File: src/rtl/regfile8x16_sb.sv
// 8 x 16-bit register file with per-register busy bits (scoreboard) and a sticky error flag.
// Define RF_BYPASS_EN to make a same-cycle writeback visible on the read ports.
module regfile8x16_sb (
  input  logic        clk,
  input  logic        rst_n,
  input  logic [2:0]  read1RegSel,
  input  logic [2:0]  read2RegSel,
  input  logic        read1En,
  input  logic        read2En,
  output logic [15:0] read1Data,
  output logic [15:0] read2Data,
  input  logic        writeEn,
  input  logic [2:0]  writeRegSel,
  input  logic [15:0] writeData,
  input  logic        issueEn,
  input  logic [2:0]  issueRegSel,
  output logic        read1Busy,
  output logic        read2Busy,
  output logic        stall,
  output logic        err
);

  logic [15:0] regs [8];
  logic [7:0]  busy_reg;
  logic [7:0]  busy_next;
  logic [7:0]  issue_dec;
  logic [7:0]  write_dec;
  logic        err_reg;
  logic        err_next;
  logic        same_reg;
  logic        issue_conflict;
  logic        write_conflict;

  // A set from issue wins over a clear from writeback on the same register.
  generate
    for (genvar gi = 0; gi < 8; gi++) begin : g_busy
      assign issue_dec[gi] = issueEn && (issueRegSel == 3'(gi));
      assign write_dec[gi] = writeEn && (writeRegSel == 3'(gi));
      assign busy_next[gi] = issue_dec[gi] | (busy_reg[gi] & ~write_dec[gi]);
    end
  endgenerate

  assign same_reg       = issueEn && writeEn && (issueRegSel == writeRegSel);
  assign issue_conflict = issueEn && busy_reg[issueRegSel] && !same_reg;
  assign write_conflict = writeEn && !busy_reg[writeRegSel] && !same_reg;
  assign err_next       = err_reg | issue_conflict | write_conflict;

  always_ff @(posedge clk or negedge rst_n) begin
    if (!rst_n) begin
      for (int i = 0; i < 8; i++) begin
        regs[i] <= 16'h0000;
      end
      busy_reg <= 8'h00;
      err_reg  <= 1'b0;
    end else begin
      if (writeEn) begin
        regs[writeRegSel] <= writeData;
      end
      busy_reg <= busy_next;
      err_reg  <= err_next;
    end
  end

  always_comb begin
    read1Data = regs[read1RegSel];
    read2Data = regs[read2RegSel];
    read1Busy = busy_reg[read1RegSel];
    read2Busy = busy_reg[read2RegSel];
`ifdef RF_BYPASS_EN
    // Gated by rst_n so the ports still read zero while reset is held.
    if (rst_n && writeEn && (writeRegSel == read1RegSel)) begin
      read1Data = writeData;
      read1Busy = 1'b0;
    end
    if (rst_n && writeEn && (writeRegSel == read2RegSel)) begin
      read2Data = writeData;
      read2Busy = 1'b0;
    end
`endif
  end

  assign stall = (read1En & read1Busy) | (read2En & read2Busy);
  assign err   = err_reg;

endmodule

File: config.mk
export PLATFORM = sky130hd
export DESIGN_NAME = regfile8x16_sb
export DESIGN_NICKNAME = d
export VERILOG_FILES = /design/src/rtl/regfile8x16_sb.sv
export SDC_FILE = /design/constraint.sdc
export NUM_CORES = 1
export LEC_CHECK = 0
export CORE_MARGIN = 2
export CORE_UTILIZATION = 59
export CTS_CLUSTER_SIZE = 24
export DETAILED_ROUTE_END_ITERATION = 7
export PLACE_DENSITY = 0.82
export SYNTH_ARGS = -nofsm -noshare
export SYNTH_HDL_FRONTEND = slang
export SYNTH_SLANG_ARGS = --single-unit
File: constraint.sdc
create_clock -name clk -period 3.5 [get_ports clk]
set_input_delay 0.7 -clock clk [delete_from_list [all_inputs] [get_ports clk]]
set_output_delay 0.7 -clock clk [all_outputs]
set_load 0.1 [all_outputs]
### Word level (Yosys, flattened, before mapping)

Cells that the tools add are included.

| cells by class | value |
|---|---|
| add/subtract/negate cells | 0 |
| multipliers | 0 |
| div/mod/pow operators | 0 |
| $lt $le $gt $ge | 8 |
| equality and inequality tests | 15 |
| shift operators | 0 |
| multiplexer cells | 17 |
| bitwise operators | 32 |
| reductions and logical operators | 27 |

Operators with widths:

| cell | number |
|---|---|
| $bwmux W128 | 1 |
| $bmux W16 S3 | 2 |
| $mux W16 | 5 |
| $demux W16 S3 | 1 |
| $eq A3 B3 Y1 const B | 8 |
| $logic_and A1 B1 Y1 | 23 |
| $lt A3 B4 Y1 const B | 4 |
| $bmux W1 S3 | 4 |
| $eq A3 B2 Y1 const B | 4 |
| $ge A4 B4 Y1 const B | 3 |
| $not A3 Y4 | 3 |
| $or A1 B1 Y1 | 11 |
| $and A1 B1 Y1 | 10 |
| $not A1 Y1 | 8 |
| $eq A3 B1 Y1 const B | 2 |
| $logic_not A3 Y1 | 2 |
| $lt A4 B1 Y1 const B | 1 |
| $mux W1 | 4 |
| $eq A3 B3 Y1 | 1 |
| $logic_not A1 Y1 | 2 |

| storage, ports and cells | value |
|---|---|
| register bits | 137 |
| bits in latches | 0 |
| RAM bits | 0 |
| memory bits (read-only) | 0 |
| output and inout bits | 36 |
| word-level logic and storage cells | 109 |
| memories | 0 |

### Longest topological paths before layout

| logic depth | value |
|---|---|
| depth after elaboration | 6 |
| mapped depth | 6 |

### Least setup slack after synthesis

Ideal clock, no wire load.

| timing path | value |
|---|---|
| path kind | input to output |
| start point | in read1RegSel[0] |
| end point | out stall |
| arrival time | 2.740 ns |
| required time | 2.800 ns |
| slack | 0.060 ns |
| cell stages on the path | 5 |
| cells stage by stage | buf_2 -> buf_2 -> mux4_2 -> mux2_2 -> a22o_1 |

| between the ends | value |
|---|---|
| longest elaborated chain between the ends | 4 |

RTL lines:

| item | RTL line | RTL |
|---|---|---|
| start: declaration | 6 | `input logic [2:0] read1RegSel,` |
| $bmux W1 S3 | 67 | `read1Busy = busy_reg[read1RegSel];` |
| $mux W1 (implied by the code) | 67 |  |
| named net read1Busy | 17 | `output logic read1Busy,` |
| $and A1 B1 Y1 | 82 | `assign stall = (read1En & read1Busy) \| (read2En & read2Busy);` |
| $or A1 B1 Y1 | 82 |  |
| end: declaration | 19 | `output logic stall,` |

The timed path passes the listed nets, and every way through them passes these cells. The select of a mux whose other input is x is not followed.

### Worst setup path in the final report

| timing path | value |
|---|---|
| start point | in read2RegSel[1] |
| end point | out stall |

| between the ends | value |
|---|---|
| longest elaborated chain between the ends | 4 |

RTL lines:

| item | RTL line | RTL |
|---|---|---|
| start: declaration | 7 | `input logic [2:0] read2RegSel,` |
| $bmux W1 S3 | 68 | `read2Busy = busy_reg[read2RegSel];` |
| $mux W1 (implied by the code) | 68 |  |
| $and A1 B1 Y1 | 82 |  |
| $or A1 B1 Y1 | 82 |  |

No other way between the ends. The select of a mux whose other input is x is not followed.

==> flow_summary.yaml <==
floorplan:
  placementRows: 40
  die_h_um: 116
  die_w_um: 116
  io_pins: 70
  start_util: 0.609
  fp.dieArea_mm2: 0.0134
  core_mm2: 0.0121
timing:
  slew_violations: 0
  setup_tns_ps: 0
  setup_viol_count_final: 0
  finalHoldViolations: 0
  clock_skew_ps: 5.66
  timing.final.crit_share: 0.948
  period_minus_slack_ps: 3320
  hold_slack_ps: 338
  max_slew_margin: 0.357
  max_freq_mhz: 302
  grt_setup_unrepaired: "false"
  worstMarginPinSlew_ps: 962
global_route:
  grt_pass1_vias: 4944
  grt-ovfl-total: 0
  top_usage_layer: "met2"
  met3_usage: 0.0601
  grtUsageTotal: 0.281
  grt_pass1_wl_um: 27200
  grt_max_degree: 56
  antenna_found_initial: 0
  met2_usage: 0.466
  grtUsageMet1: 0.367
synth:
  syn_area_per_cell_um2: 16.2
  syn_nets: 488
  syn-cell-area_mm2: 0.00738
  synth-edff-count: 0
  yosys_warnings: 0
  ys_ff_latch: 137
  synth_ff_type: "dfrtp_1"
  yosys.cell_types.count: 30
  syn_inst: 454
  yosysSeqAreaShare: 0.465
  synthArstFlopShare: 1.00
route:
  ant_nets: 0
  drtPass1Iterations: 4
  wl_per_cell_um: 24.1
  first_iter_violations: 353
  drc: 0
  vias: 4505
  routed_wirelength_um: 17000
  vias_per_cell: 6.36
cts:
  post_cts_resized: 0
  cts_sinks: 137
  clockBufferDepth: 2
  cts_tree: "built"
  clockRootBuffer: "clkbuf_16"
  postCtsSetupRepairBufs: 0
  holdBufCountCts: 0
  clk_pin_slew_ps: 60
  cts_inserted_buffers: 17
  cts.htree.levels: 4
  worstSkewPairLatency_ps: 430
critical_path:
  cp_max_fo: 33
  r2r_setup_slack_ps: 2020
  r2r_end: "err"
  rr_startpoint: "busy_reg[7]"
  start_kind: "input pin"
  cp.arrival_ps: 2620
  critPathCaptureType: "primary output"
  worstSetupPathType: "in2out"
  worstPathRequired_ps: 2800
  reg2reg_depth: 4
power:
  power_density_mw_per_mm2: 710
  power_uw: 6560
  vdd_ir_drop_max_mv: 0.432
  p_leak_uw: 0.00379
cells_and_area:
  largest_reg_flops: 128
  area.growth.synth_to_final_pct: 25.3
  nets: 561
  final_layout_size_suffix_gt1_frac: 0.617
  nFillCells: 749
  fin_util: 0.763
  diodes: 0
  regArea_mm2: 0.00343
  multi_input_area_mm2: 0.00375
placement:
  portBuffers: 69
  hpwlAfterDp_um: 10400
  gp_congestion: 0.838
run:
  cap_violations: 0
outcome:
  outcome: "complete, no violations"
hold_path:
  hold_class: "in2async"
-- synthesized netlist by cell type, drive strengths merged (2+ instances only) --
cell type | count | area [um^2]
dfrtp | 137 | 3430
o22ai | 2 | 12.5
buf | 26 | 140
xor2 | 2 | 17.5
o21ai | 6 | 30.0
a22o | 2 | 17.5
nand2 | 6 | 22.5
inv | 4 | 15.0
mux4 | 70 | 1580
clkbuf | 10 | 37.5
nand4b | 3 | 45.0
o32ai | 3 | 26.3
nor2b | 2 | 12.5
nand4 | 2 | 18.8
nand2b | 5 | 38.8
nor2 | 3 | 13.8
mux2 | 164 | 1850
-- metrics by stage --
stage | cells | worst slack (ps) | area (um^2)
floorplan | 454 | 60.0 | 7380
global placement | 676 | 197 | 8630
detailed placement | 676 | 182 | 8630
CTS | 708 | 174 | 9240
global route | 708 | 121 | 9240
finish | 708 | 183 | 9240
-- layout make-up --
cell class,instances,area share
well taps,168,0.0227
flip-flops and latches,137,0.371
repair buffers,90,0.132
clock inverters,12,0.0153
multi-input cells,277,0.406
clock buffers,20,0.0505
inverters,4,0.00162
-- critical path, stage by stage --
cell	delay, ps
clkdlybuf4s50_1	550
buf_12	260
mux4_2	320
mux2_2	330
a22o_1	280
buf_12	170
-- per-layer routing --
metal	vias to the layer above	wire, um
li1	1927	-
met4	0	350
met1	2417	7000
met2	132	8850
met3	29	850
met5	-	0
-- cell families after synthesis --
kind of cell	after synthesis	share of synthesized area
buffers and inverters	40	0.0261
xor gates and xnor gates	3	0.00356
AOI/OAI and AO/OA	15	0.0139
DFF	137	0.465
and+or+nand+nor	24	0.0261
muxes	235	0.465
-- power breakdown --
group          internal [uW]  total, uW  switching (uW)
logic                   1180       2550            1370
clock network           1110       1820             705
registers               1930       2190             262
-- cell usage in the layout (no fill, tap or decap), drive strengths merged --
master,Yosys,routed
nand2,6,6
clkinvlp,0,2
clkbuf,10,20
nor2b,2,2
a22o,2,2
buf,26,59
nand2b,5,5
nand4,2,2
clkdlybuf4s50,0,31
xor2,2,2
nand4b,3,3
a21o,1,1
and3,1,1
bufinv,0,2
clkinv,0,6
a2111oi,1,1
o21ai,6,6
nor2,3,3
mux2i,1,1
nor3b,1,1
o22ai,2,2
nor3,1,1
o32ai,3,3
xnor2,1,1
dfrtp,137,137
inv,4,6
mux2,164,164
mux4,70,70
-- how the worst max path moves through the flow --
stage / startpoint / endpoint / slack, ps / cells after the start
after floorplan: read1RegSel[0] / stall / 60 / 5
after global placement: read2RegSel[1] / stall / 200 / 6
after detailed placement: read2RegSel[1] / stall / 180 / 6
after CTS: read2RegSel[1] / stall / 170 / 6
after global routing: read2RegSel[1] / stall / 120 / 6
final: read2RegSel[1] / stall / 180 / 6
Power figures use the tool's default switching activity.
